$ cat src/rtl/execute_cc.sv
// Execute-stage back end: condition-code register, jXX/cmovXX condition evaluation and E->M pipeline register.
// Optional feature macro CC_EXC_SUPPRESS_EN blocks CC writes while m_exc or w_exc is high.
module execute_cc #(
  parameter logic [3:0] RNONE      = 4'hF,
  parameter logic [3:0] ICODE_CMOV = 4'h2
) (
  input  logic        clk,
  input  logic        rst,
  input  logic        e_valid,
  input  logic [3:0]  e_icode,
  input  logic [3:0]  e_ifun,
  input  logic        e_set_cc,
  input  logic [63:0] alu_out,
  input  logic        alu_of,
  input  logic [3:0]  e_dstE,
  input  logic        m_exc,
  input  logic        w_exc,
  input  logic        stall_m,
  input  logic        bubble_m,
  output logic        cc_zf,
  output logic        cc_sf,
  output logic        cc_of,
  output logic        e_cnd,
  output logic [3:0]  e_dstE_eff,
  output logic        M_valid,
  output logic [63:0] M_valE,
  output logic        M_cnd,
  output logic [3:0]  M_dstE
);

  localparam int unsigned XLEN = 64;
  localparam int unsigned RW   = 4;

  logic            r_zf;
  logic            r_sf;
  logic            r_of;
  logic            r_m_valid;
  logic [XLEN-1:0] r_m_vale;
  logic            r_m_cnd;
  logic [RW-1:0]   r_m_dste;

  logic            w_zf;
  logic            w_sf;
  logic            w_cc_we;
  logic            w_cnd;
  logic            w_lt;
  logic [RW-1:0]   w_dste_eff;

  assign w_zf = (alu_out == XLEN'(0));
  assign w_sf = alu_out[XLEN-1];

`ifdef CC_EXC_SUPPRESS_EN
  // A younger instruction must not change flags behind a faulting one.
  assign w_cc_we = e_valid & e_set_cc & ~stall_m & ~m_exc & ~w_exc;
`else
  logic w_unused_exc;
  assign w_unused_exc = m_exc | w_exc;
  assign w_cc_we      = e_valid & e_set_cc & ~stall_m;
`endif

  // Condition evaluation uses only the stored flags.
  assign w_lt = r_sf ^ r_of;

  always_comb begin
    w_cnd = 1'b0;
    case (e_ifun)
      4'd0:    w_cnd = 1'b1;
      4'd1:    w_cnd = w_lt | r_zf;
      4'd2:    w_cnd = w_lt;
      4'd3:    w_cnd = r_zf;
      4'd4:    w_cnd = ~r_zf;
      4'd5:    w_cnd = ~w_lt;
      4'd6:    w_cnd = ~w_lt & ~r_zf;
      default: w_cnd = 1'b0;
    endcase
  end

  assign w_dste_eff = ((e_icode == ICODE_CMOV) && !w_cnd) ? RNONE : e_dstE;

  always_ff @(posedge clk or posedge rst) begin
    if (rst) begin
      r_zf <= 1'b1;
      r_sf <= 1'b0;
      r_of <= 1'b0;
    end else if (w_cc_we) begin
      r_zf <= w_zf;
      r_sf <= w_sf;
      r_of <= alu_of;
    end
  end

  // E->M register: stall holds, bubble inserts a NOP, otherwise load.
  always_ff @(posedge clk or posedge rst) begin
    if (rst) begin
      r_m_valid <= 1'b0;
      r_m_vale  <= '0;
      r_m_cnd   <= 1'b0;
      r_m_dste  <= RNONE;
    end else if (!stall_m) begin
      if (bubble_m) begin
        r_m_valid <= 1'b0;
        r_m_vale  <= '0;
        r_m_cnd   <= 1'b0;
        r_m_dste  <= RNONE;
      end else begin
        r_m_valid <= e_valid;
        r_m_vale  <= alu_out;
        r_m_cnd   <= w_cnd;
        r_m_dste  <= w_dste_eff;
      end
    end
  end

  assign cc_zf      = r_zf;
  assign cc_sf      = r_sf;
  assign cc_of      = r_of;
  assign e_cnd      = w_cnd;
  assign e_dstE_eff = w_dste_eff;
  assign M_valid    = r_m_valid;
  assign M_valE     = r_m_vale;
  assign M_cnd      = r_m_cnd;
  assign M_dstE     = r_m_dste;

endmodule

$ cat config.mk
export PLATFORM = sky130hd
export DESIGN_NAME = execute_cc
export DESIGN_NICKNAME = d
export VERILOG_FILES = /design/src/rtl/execute_cc.sv
export SDC_FILE = /design/constraint.sdc
export NUM_CORES = 1
export LEC_CHECK = 0
export ABC_AREA = 1
export CAP_MARGIN = 20
export CORE_MARGIN = 10
export CORE_UTILIZATION = 30
export DETAILED_ROUTE_END_ITERATION = 16
export PLACE_DENSITY = 0.7
export SYNTH_ARGS = -nofsm -noshare
export SYNTH_HDL_FRONTEND = slang
export SYNTH_SLANG_ARGS = --single-unit
$ cat constraint.sdc
create_clock -name clk -period 2.4 [get_ports clk]
set_input_delay 0.36 -clock clk [delete_from_list [all_inputs] [get_ports clk]]
set_output_delay 0.36 -clock clk [all_outputs]
set_load 0.03 [all_outputs]
## Word-level counts from Yosys, hierarchy flattened

Cells that the tools add are included.

| cells by class | value |
|---|---|
| multipliers | 0 |
| reductions and logical operators | 4 |
| eq/ne operators | 7 |
| add/sub/neg operators | 0 |
| div/mod/pow operators | 0 |
| order comparisons | 0 |
| shift operators | 0 |
| multiplexer cells | 6 |
| bitwise gates (word level) | 8 |

Operators by type and width:

| operator | number |
|---|---|
| 64-bit zero test | 1 |
| 64-bit 2-to-1 mux | 1 |
| 4-bit by 2-bit equality test with 1-bit output, second input constant | 3 |
| 4-bit by 3-bit equality test with 1-bit output, second input constant | 3 |
| 4-bit 2-to-1 mux | 2 |
| 1-bit case mux with 7 select lines | 1 |
| 4-bit by 1-bit equality test with 1-bit output, second input constant | 1 |
| 4-bit zero test | 1 |
| 1-bit AND | 3 |
| 1-bit inverter | 3 |
| 1-bit 2-to-1 mux | 2 |
| 1-bit logical AND | 1 |
| 1-bit zero test | 1 |
| 1-bit OR | 1 |
| 1-bit XOR | 1 |

| word-level totals | value |
|---|---|
| memory bits (read-only) | 0 |
| output and inout bits | 78 |
| memories | 0 |
| latch bits | 0 |
| register bits | 73 |
| RAM bits | 0 |

## Logic depth before layout (Yosys ltp)

Gate-level depths: netlist of the first run.

| logic depth | value |
|---|---|
| depth in word-level cells | 8 |
| gate-level depth with buffers | 11 |

## Worst setup path after synthesis of the first run

OpenSTA, ideal clock, no wires.

| timing | value |
|---|---|
| path type | register to output |
| start | reg r_zf, in the netlist cc_zf |
| end | out e_dstE_eff[0] |
| buffers on the path | 0 |
| path slack | 0.723 ns |
| data arrival time | 1.317 ns |
| data required time | 2.040 ns |
| stages on the path, launching flop included | 8 |
| cells stage by stage | dfstp_2 -> nand2_1 -> and2_1 -> nand2_1 -> nand2_1 -> nand2_2 -> nand2_4 -> nand2_1 |

| on the way | value |
|---|---|
| cells in the longest elaborated chain, start to end | 6 |

Ends and longest elaborated chain:

| what | RTL line | RTL |
|---|---|---|
| start, declared | 34 | `logic r_zf;` |
| start signal, assigned | 86 | `r_zf <= w_zf;` |
| 1-bit inverter | 71, 73 |  |
| 1-bit AND | 73 | `4'd6: w_cnd = ~w_lt & ~r_zf;` |
| 1-bit case mux with 7 select lines * | 66 | `case (e_ifun)` |
| 1-bit zero test * | 78 | `assign w_dste_eff = ((e_icode == ICODE_CMOV) && !w_cnd) ? RNONE : e_dstE;` |
| 1-bit logical AND * | 78 |  |
| 4-bit 2-to-1 mux * | 78 |  |
| end, declared | 24 | `output logic [3:0] e_dstE_eff,` |

Mark *: on every way between the ends. The rest lies on a longest branch, timed or not.

## Worst setup path in the final report of the first run

| timing | value |
|---|---|
| start | in e_ifun[0] |
| end | out e_dstE_eff[3] |

| on the way | value |
|---|---|
| cells in the longest elaborated chain, start to end | 5 |

Ends and longest elaborated chain:

| what | RTL line | RTL |
|---|---|---|
| start, declared | 11 | `input logic [3:0] e_ifun,` |
| 4-bit by 3-bit equality test with 1-bit output, or another cell as far along | 66 |  |
| 1-bit case mux with 7 select lines * | 66 |  |
| 1-bit zero test * | 78 |  |
| 1-bit logical AND * | 78 |  |
| 4-bit 2-to-1 mux * | 78 |  |

Marks and branches as above.

==> summary.txt, run 1 <==
Status
  – Outcome: complete, no violations

Route
  – Antenna Nets Post-Route: 0
  – Via count: 2942
  – Drt total wl: 10370 µm
  – Drt wl/cell: 15.59 µm
  – Top routing layer used: met4
  – Total iterations of the first detailed-routing run: 4
  – 1st-iter DRT viols: 178
  – WL met3: 878 µm
  – M1 WL: 4394 µm
  – DR WL met2: 4967 µm
  – Vias per cell: 4.424
  – DR DRC count: 0

GRT
  – Antenna violations before repair: 0
  – Pin count of the biggest net entering global routing: 40
  – GRT Total Usage: 13.22%
  – Vias in the first global route: 3175
  – Gr ovfl total: 0
  – First-pass GRT wire length: 16860 µm

Yosys
  – Seq/Total Area, Yosys: 55.94%
  – Adder-Cell Fraction of Synth Area: 0%
  – Seq cells post-synth: 73
  – Cell count after synthesis: 355
  – Largest family of logic cells by synthesized area: simple AND/OR/NAND/NOR gates
  – Syn Nets: 440
  – Yosys cell types: 26
  – XOR/XNOR share of the synthesized area: 0%
  – Area leader, netlist: dfrtp_1
  – Top cells by area, synth: dfrtp_1 52%, nand2_1 9.4%, inv_1 8.2%
  – Synth Area per Inst: 9.231 µm²
  – Post-synthesis mux area share: 0%
  – Simple-gate share of the synthesized area: 17.79%
  – Yosys warns: 0
  – Compound-Gate Fraction of Synth Area: 15.08%
  – Synth Cell Area: 0.003277 mm²
  – Post-synth top area share: 51.93%

Clocking
  – Setup bufs post-CTS: 0
  – TritonCTS clock tree: yes
  – Root buf cell: clkbuf_8
  – Sink Count: 73
  – Max clock buf depth: 2
  – H-tree levels: 3
  – Num CTS Buffers: 9
  – Worst-path clk slew: 70 ps
  – Worst skew pair latency: 330 ps

Finish
  – Leading cell type in the layout, fill and taps excluded: clkdlybuf4s50_1
  – Share of layout cells above drive strength 1: 13.90%
  – Most frequent cells in the layout: 154 x clkdlybuf4s50_1, 82 x nand2_1, 71 x inv_1
  – Area grow syn2layout: 58.76%
  – Inserted Diodes: 0
  – Post-route insts no fill: 665
  – Post-layout net count: 605
  – Core Util, Final: 48.42%

Timing
  – Fin crit period: 2080 ps
  – Max Clk Rate: 0.4808 GHz
  – Fin crit share: 86.66%
  – Fin. max-slew vios: 0
  – Setup TNS: 0 ps
  – Final count of hold timing violations: 0
  – Final setup fails: 0
  – Least-Margin Pin Slew: 413.1 ps
  – Clk_skew: 6.556 ps
  – Slew headroom: 72.46%
  – RSZ-0062 raised after global routing: false
  – Setup WS post-layout: 320.2 ps

Worst hold path
  – HP Class: in2async

Worst setup path
  – Slowest stage delay, CP: 510 ps
  – CP cell instances: clkdlybuf4s50_1, inv_1, nand2_1, and2_1, nand2_1, nand2_1, nand2_2, buf_4, nand2_4, nand2_1, buf_4
  – Setup crit end kind: output port
  – Setup CP Type: in2out
  – Crit Path Max Fanout: 8
  – Worst Setup Start Kind: input pin
  – WP data required: 2040 ps
  – Top delay family on crit path: buffers and inverters
  – Crit-path slowest cell: clkdlybuf4s50_1
  – Most used cell, CP: nand2_1
  – Worst Path Arrival: 1720 ps
  – CP bufs+invs: 4

Place
  – IO buf count: 160
  – Pre-CTS setup slack: 61.09 ps
  – RePlAce Congestion: 0.7773
  – HPWL Detailed: 8312 µm
  – Cells after DPL: 649

Die
  – Die Ht: 124.5 µm
  – Full die area: 0.01550 mm²
  – Io pins: 163
  – Row count: 38
  – Die width: 124.5 µm
  – Core region area: 0.01075 mm²
  – Starting Density: 30.50%

Pwr
  – Pwr per Cell Area: 598.9 mW/mm²
  – Peak supply drop: 0.2586 mV
  – LEAKAGE: 2.446 nW

Run
  – Max-Cap Viols: 0
## worst reg2reg max path, delay by kind of cell, from the launching register on
family | cells | cell delay, ps
flops | 1 | 570
buf+inv | 2 | 170
simple gates | 8 | 580
## registers in the layout (all words and copies together) (netlist names)
signal,flops
cc_sf,1
M_dstE,4
M_cnd,1
M_valE,64
cc_of,1
M_valid,1
cc_zf,1
## report_power, final
| group | internal (W) | switching, W | leakage (nW) |
|---|---|---|---|
| clock | 0.000477 | 0.000436 | 0.0941 |
| sequential | 0.00133 | 0.0000558 | 0.936 |
| combinational | 0.000368 | 0.000449 | 1.42 |
## per-stage QoR
step | power [W] | hold WS (ps) | instance area (µm²)
after global placement | 0.002227 | 466.0 | 5020
final | 0.003116 | 307.4 | 5202
after global routing | 0.003288 | 323.3 | 5202
after CTS | 0.003166 | 309.3 | 5200
after detailed placement | 0.002239 | 471.5 | 5020
after floorplan | 0.001817 | 492.7 | 3277
## layout make-up
cell class / count / area [µm²]
multi-input combinational: 195 / 1077
clock buffer: 12 / 135.1
fill: 1063 / 5543
clock inverter: 4 / 45.04
sequential: 73 / 1833
tap: 140 / 175.2
inverter: 73 / 275.3
timing repair buffer: 168 / 1662
## per-layer routing
layer  up-vias  global-route usage [%]
li1       1442                       -
met3         9                   5.915
met5         -                       0
met4         0                   3.496
met2       101                   21.31
met1      1390                   15.59
## synth_stat cells
cell	count
nor3_1	1
dfstp_2	5
and2_1	1
inv_2	1
nand2_2	1
nor2_1	11
a22o_1	9
nor4_1	2
a21oi_1	1
nand2_1	82
nor4b_4	1
nand3_1	5
o21ai_0	28
nand2_4	1
dfrtp_1	68
nand4_1	14
o21bai_1	1
buf_2	5
or2_2	4
inv_1	72
buf_6	4
nand3_2	2
nor2_4	1
buf_4	1
clkbuf_1	4
o21ai_2	30
## what timing repair did
action / 4_1_cts / 5_1_grt
setup endpoints to repair: 0 / 1
hold buffers: 0 / 0
endpoints found under the hold margin: 0 / 0
resized for setup: 0 / 1
## kinds of logic after synthesis
family,Yosys count
AND/OR/NAND/NOR,126
buffers and inverters,87
flip-flops,73
AO/OA/AOI/OAI,69
## worst paths after layout
| check | to | slack, ps | from | depth (start not counted) |
|---|---|---|---|---|
| worst max-delay path | e_dstE_eff[3] | 320 | e_ifun[0] | 11 |
| worst min-delay path | M_valE[22]$_DFFE_PP0N_ | 310 | rst | 2 |
| worst max register to register | M_dstE[2]$_DFFE_PP1N_ | 1030 | cc_zf$_DFFE_PP1P_ | 10 |
| worst min register to register | M_valE[23]$_DFFE_PP0N_ | 490 | M_valE[23]$_DFFE_PP0N_ | 2 |
| max in group asynchronous | cc_zf$_DFFE_PP1P_ | 1470 | rst | 3 |
| min in group clk | M_valE[23]$_DFFE_PP0N_ | 490 | M_valE[23]$_DFFE_PP0N_ | 2 |
Power figures use the tool's default switching activity.
==> run 2, diff against run 1 <==
- CTS_CLUSTER_SIZE: not set -> 14
- SKIP_CTS_REPAIR_TIMING: not set -> 1
==> results of run 2 <==
Same layout as run 1: the final DEF is identical, and so are final timing and power.
